## src/rtl/ra_cfg_loader_sdr.sv

```systemverilog
// Serial-to-parallel configuration loader for ra_cfg_sdr: decodes framed
// bit-serial write/read commands and drives single-cycle cfg writes or serial readback.
module ra_cfg_loader_sdr #(
  parameter int CFG_WIDTH = 16
) (
  input  logic                 clk,
  input  logic                 reset,
  input  logic                 ser_sel,
  input  logic                 ser_vld,
  input  logic                 ser_din,
  output logic                 ser_dout,
  input  logic [0:CFG_WIDTH-1] cfg,
  output logic                 cfg_wr,
  output logic [0:CFG_WIDTH-1] cfg_dat,
  output logic                 frame_done,
  output logic                 frame_err,
  output logic [1:0]           dbg_state
);

  localparam logic [1:0] IDLE  = 2'd0;
  localparam logic [1:0] WDATA = 2'd1;
  localparam logic [1:0] RDATA = 2'd2;
  localparam logic [1:0] HOLD  = 2'd3;

  localparam int CNT_W = $clog2(CFG_WIDTH);
  localparam logic [CNT_W-1:0] CNT_LAST = CNT_W'(CFG_WIDTH - 1);
  localparam logic [CNT_W-1:0] CNT_ONE  = CNT_W'(1);

  logic [1:0]           state;
  logic [CNT_W-1:0]     cnt;
  logic [0:CFG_WIDTH-1] shift_q;
  logic [0:CFG_WIDTH-1] shadow;

  // Handshake: a beat is any rising edge with ser_sel=1 and ser_vld=1; there is
  // no back-pressure. ser_vld=0 cycles are gaps and leave all state untouched,
  // while ser_sel=0 outside IDLE/HOLD aborts the frame.
  logic beat;
  assign beat      = ser_sel & ser_vld;
  assign dbg_state = state;

  always_ff @(posedge clk or negedge reset) begin
    if (!reset) begin
      state      <= IDLE;
      cnt        <= '0;
      shift_q    <= '0;
      shadow     <= '0;
      cfg_wr     <= 1'b0;
      cfg_dat    <= '0;
      ser_dout   <= 1'b0;
      frame_done <= 1'b0;
      frame_err  <= 1'b0;
    end else begin
      cfg_wr     <= 1'b0;
      frame_done <= 1'b0;
      frame_err  <= 1'b0;
      case (state)
        IDLE: begin
          if (beat) begin
            cnt <= '0;
            if (ser_din) begin
              state <= WDATA;
            end else begin
              // Snapshot cfg now so later cfg changes cannot corrupt the readback.
              state    <= RDATA;
              shadow   <= cfg;
              ser_dout <= cfg[0];
            end
          end
        end
        WDATA: begin
          if (!ser_sel) begin
            state     <= IDLE;
            cnt       <= '0;
            frame_err <= 1'b1;
          end else if (ser_vld) begin
            shift_q <= {shift_q[1:CFG_WIDTH-1], ser_din};
            if (cnt == CNT_LAST) begin
              cnt        <= '0;
              cfg_dat    <= {shift_q[1:CFG_WIDTH-1], ser_din};
              cfg_wr     <= 1'b1;
              frame_done <= 1'b1;
              state      <= HOLD;
            end else begin
              cnt <= cnt + CNT_ONE;
            end
          end
        end
        RDATA: begin
          if (!ser_sel) begin
            state     <= IDLE;
            cnt       <= '0;
            frame_err <= 1'b1;
            ser_dout  <= 1'b0;
          end else if (ser_vld) begin
            shadow <= {shadow[1:CFG_WIDTH-1], 1'b0};
            if (cnt == CNT_LAST) begin
              cnt        <= '0;
              frame_done <= 1'b1;
              ser_dout   <= 1'b0;
              state      <= HOLD;
            end else begin
              cnt      <= cnt + CNT_ONE;
              ser_dout <= shadow[1];
            end
          end
        end
        HOLD: begin
          if (!ser_sel) state <= IDLE;
        end
        default: state <= IDLE;
      endcase
    end
  end

endmodule

```

## config.mk

```make
export PLATFORM = sky130hd
export DESIGN_NAME = ra_cfg_loader_sdr
export DESIGN_NICKNAME = d
export VERILOG_FILES = /design/src/rtl/ra_cfg_loader_sdr.sv
export SDC_FILE = /design/constraint.sdc
export NUM_CORES = 1
export LEC_CHECK = 0
export BUFFER_PORTS_ARGS = -buffer_cell sky130_fd_sc_hd__buf_2
export CORE_MARGIN = 4
export CORE_UTILIZATION = 41
export CTS_BUF_LIST = sky130_fd_sc_hd__clkbuf_8
export DETAILED_ROUTE_END_ITERATION = 7
export SLEW_MARGIN = 25
export SYNTH_ARGS = -nofsm -noshare
export SYNTH_HDL_FRONTEND = slang
export SYNTH_SLANG_ARGS = --single-unit
```

## constraint.sdc

```tcl
create_clock -name clk -period 1.6 [get_ports clk]
set_input_delay 0.16 -clock clk [delete_from_list [all_inputs] [get_ports clk]]
set_output_delay 0.16 -clock clk [all_outputs]
set_load 0.02 [all_outputs]
```

After elaboration in Yosys (flattened, before gate mapping). Cells that the tools add are included. Widths: inputs -> output; s select.

Mux-type cells: 30. Add/subtract/negate cells: 1. Equal/unequal tests: 12. Reductions and logical operators: 10. Bitwise gates (word level): 1.

Operators with widths (number): $mux 15 (4); $pmux 15 s2 (1); $mux 4 (4); $mux 1 (12); $mux 2 (6); $reduce_and 4->1 (3); $ne 2x2->1 const B (5); $pmux 4 s2 (1); $ne 3x2->1 const B (2); $pmux 2 s3 (1); $reduce_and 3->1 (2); $reduce_and 5->1 (1); $add 4x1->4 const B (1); $eq 2x2->1 const B (2); $eq 4x4->1 const B (1); $reduce_bool 2->1 (2); $ne 3x3->1 const B (1); $eq 2x1->1 const B (1); $logic_not 2->1 (1); $pmux 1 s2 (1); $reduce_or 2->1 (1); $and 1x1->1 (1).

Output and inout bits: 22. Input bits: 21. Register bits after elaboration: 56.

Logic depth before layout (Yosys ltp).
Depth in word-level cells: 5. Mapped depth: 8. Gate-level depth less buffers: 6.

Worst setup path after synthesis. OpenSTA, ideal clock, no wires.

Kind: register to register. From: register state[0], in the netlist dbg_state[0]. To: register cnt[1]. Stages on the path, launching flop included: 7. Library setup time: 125 ps. Path buffers: 0. Data required time: 1475 ps. Slack: -159 ps. Data arrival time: 1634 ps. Path through: dfrtp_1 inv_1 ha_1 a21oi_1 a21oi_2 nor2_2 mux2_4.

Word-level cells in the longest chain between the ends: 4.

Ends and longest elaborated chain: from (decl) (RTL line 29) `logic [1:0] state;`; from (signal assigned) (RTL line 43) `state <= IDLE;`; from (signal assigned) (RTL line 61) `state <= WDATA;`; from (signal assigned) (RTL line 64) `state <= RDATA;`; $eq 2x2->1 or $eq 2x1->1 (tied branches) (RTL line 56) `case (state)`; $reduce_or 2->1 (no line); $ne 3x2->1 (no line) or $reduce_bool 2->1 (tied branches); $reduce_and 3->1 (no line); to (signal assigned) (RTL line 84) `cnt <= cnt + CNT_ONE;`; to (signal assigned) (RTL line 102) `cnt <= cnt + CNT_ONE;`; to (decl) (RTL line 30) `logic [CNT_W-1:0] cnt;`.

Parallel ways exist; a longest one is shown, timed or not. A chain may end at the register's enable or synchronous reset.

Final worst setup path. Ends and elaborated chain as after synthesis.

==> flow_metrics.env <==
export IMPL_outcome="completed"
export IMPL_p_per_area_nw_per_um2=1415
export IMPL_fin_setup_tns_ns=0
export IMPL_syn_instance_count=190
export IMPL_yosys_warnings=0
export IMPL_rsz0062_at_grt="no"
export IMPL_rrSetupSlack_ns=0.06
export IMPL_nets=272
export IMPL_synth_cell_type_count=30
export IMPL_grt_antenna_before_repair=0
export IMPL_firstDrtPassIters=4
export IMPL_synth_common_cells="dfrtp_1 (56), mux2_2 (23), a21oi_1 (20)"
export IMPL_htree_levels=2
export IMPL_drt_initial_drc_count=85
export IMPL_drt_total_wl_mm=4.435
export IMPL_overflow=0
export IMPL_min_path_type="input port to register"
export IMPL_cts_tree="yes"
export IMPL_rr_endpoint="cnt[1]$_DFFE_PN0P_"
export IMPL_areaGrowthSynthToFinish_pct=21.50
export IMPL_wl_met1_mm=2.171
export IMPL_detail_route_antenna_nets=0
export IMPL_min_from="cfg[15]"
export IMPL_grt_max_degree=31
export IMPL_synthFlopType="dfrtp_1"
export IMPL_min_to="shadow[15]$_DFFE_PN0P_"
export IMPL_hold_viol_final=0
export IMPL_dieArea_sq_um=7464
export IMPL_fp_dieW_microns=86.40
export IMPL_relSlewSlack_pct=65.15
export IMPL_synth_nets=218
export IMPL_num_vias=1548
export IMPL_grt_pass1_wl_mm=7.576
export IMPL_yosys_register_bits=56
export IMPL_hpwl_mm=3.240
export IMPL_yosys_area_top_type="dfrtp_1"
export IMPL_drc=0
export IMPL_post_route_period_util_pct=96.16
export IMPL_synth_area_leaders="dfrtp_1 (56%), mux2_2 (10%), mux2i_1 (6.8%), mux2_4 (6.0%), a21oi_1 (4.0%)"
export IMPL_core_sq_um=5956
export IMPL_grt_pass1_vias=1585
export IMPL_cts_path_max_buffers=2
export IMPL_ir_worst_vdd_mv=0.6316
export IMPL_pre_cts_ws_ns=0.07191
export IMPL_clkLatencyLatePin_ns=0.31
export IMPL_vias_per_cell=4.838
export IMPL_path_max_fanout=6
export IMPL_cts_root_buf="clkbuf_8"
export IMPL_globalplace_congestion=0.7972
export IMPL_end_kind="register"
export IMPL_dr_wl_met2_mm=1.940
export IMPL_cts_sinks=56
export IMPL_async_reset_ff_share_pct=100.0
export IMPL_final_max_slew_viol_count=0
export IMPL_postPlaceCellArea_sq_um=2925
export IMPL_num_rows=28
export IMPL_period_needed_ns=1.539
export IMPL_maxCapViolCount=0
export IMPL_fin_area_sq_um=3062
export IMPL_initial_utilization_pct=42.31
export IMPL_fmax_mhz=649.9
export IMPL_ys_seq_area_share_pct=55.61
export IMPL_crit_arrival_ns=1.74
export IMPL_finalSetupViolations=0
export IMPL_num_antenna_cells=0
export IMPL_fin_skew_ns=0.01400
export IMPL_p_total_mw=4.331
export IMPL_wl_per_cell_microns=13.86
export IMPL_yosysMostFrequentCell="dfrtp_1"
export IMPL_clk_pin_slew_worst_paths_ns=0.10
export IMPL_power_leakage_nw=1.544
export IMPL_tightest_slew_ns=0.5227
export IMPL_start_kind="register"
export IMPL_synth_top_area_share_pct=55.61
export IMPL_worst_slack_ns=0.06137
export IMPL_ios=43
export IMPL_fp_dieH_microns=86.40
export IMPL_r2r_cells=6
export IMPL_grtUsageTotal_pct=12.88
export IMPL_cts_made_buffers=5
export IMPL_postCtsSetupBuffers=0
export IMPL_synth_edf_count=0
export IMPL_top_layer="met4"
export IMPL_dr_wl_met3_microns=262
export IMPL_critPathRequiredTime_ns=1.80
export IMPL_whs_ns=0.1007
export IMPL_r2r_start="dbg_state[0]$_DFFE_PN0P_"
export IMPL_drive_above_1_share_pct=44.49
export IMPL_netlist_area_sq_um=2520
export IMPL_crit_type="register to register"
export IMPL_whs_path_depth=3
export IMPL_portBuffers=42
export IMPL_syn_avg_cell_area_sq_um=13.26
-- area by class of cell --
type | instances | area (sq um)
Inverter | 5 | 21.27
Clock buffer | 5 | 68.82
Clock inverter | 3 | 47.55
Sequential cell | 56 | 1404
Multi-Input combinational cell | 121 | 1066
Fill cell | 555 | 2894
Tap cell | 75 | 93.84
Timing Repair Buffer | 55 | 360.3
-- cell usage in the layout, fill, tap and decap left out, types with 3 or more instances in the layout --
master,netlist,layout
a21oi_2,3,3
dfrtp_1,56,54
buf_4,3,8
o21ai_0,3,3
mux2_4,10,10
buf_2,3,42
mux2i_1,17,17
inv_1,5,3
mux2_2,23,23
buf_12,1,4
nand2_1,3,3
ha_1,7,4
clkbuf_8,0,5
a21oi_1,20,20
nor2_1,17,17
-- cells by family (layout without fill, tap and decap cells) --
logic type      Yosys count  after routing  synth area share, %
compound gates           31             31                7.051
mux                      50             50                22.99
simple gates             33             33                7.399
fa+ha+maj                 7              7                3.476
buf+inv                  13             68                3.476
flops                    56             56                55.61
-- power by group --
group          total [mW]  switching (mW)  internal, mW
registers            1.94           0.196          1.75
logic                1.46           0.741         0.715
clock network       0.932           0.461         0.472
-- stage by stage --
step / utilization [%] / instances
4_1_cts: 51.24 / 320
2_1_floorplan: - / 190
6_report: 51.41 / 320
3_3_place_gp: 49.12 / 311
3_5_place_dp: 49.12 / 311
5_1_grt: 51.41 / 320
-- registers in the layout, indices dropped and copies added (netlist names) --
signal      count
shift_q        15
cfg_wr          1
cfg_dat        16
frame_err       1
shadow         15
cnt             4
dbg_state       2
ser_dout        1
frame_done      1
-- timing repair --
| item | CTS | global route |
|---|---|---|
| endpoints found under the setup margin | 0 | 6 |
| hold buffers | 1 | 0 |
| gates resized for setup | 0 | 2 |
| hold endpoints to repair | 21 | 0 |
-- worst max-delay path by stage --
stage                                         from                 endpoint  slack [ns]  depth (start not counted)
after floorplan           dbg_state[1]$_DFFE_PN0P_  cfg_dat[10]$_DFFE_PN0P_        0.02                          6
after global placement    dbg_state[0]$_DFFE_PN0P_   shift_q[1]$_DFFE_PN0P_         0.1                          5
after detailed placement  dbg_state[0]$_DFFE_PN0P_       cnt[1]$_DFFE_PN0P_        0.07                          6
after CTS                 dbg_state[0]$_DFFE_PN0P_       cnt[1]$_DFFE_PN0P_        0.06                          6
after global routing      dbg_state[0]$_DFFE_PN0P_       cnt[1]$_DFFE_PN0P_       0.004                          6
final                     dbg_state[0]$_DFFE_PN0P_       cnt[1]$_DFFE_PN0P_        0.06                          6
-- routing by layer --
layer  global-route usage, %  vias up
li1                        -      772
met1                   18.35      730
met2                   18.92       38
met3                   3.707        8
met4                   4.249        0
met5                       0        -
-- worst max-delay path: stages (launching register included) --
cell and delay (ns):
dfrtp_2 0.41, inv_2 0.10, ha_4 0.23, a21oi_1 0.16, a21oi_2 0.08, nor2_2 0.15, mux2_4 0.31
Power figures use the tool's default switching activity.
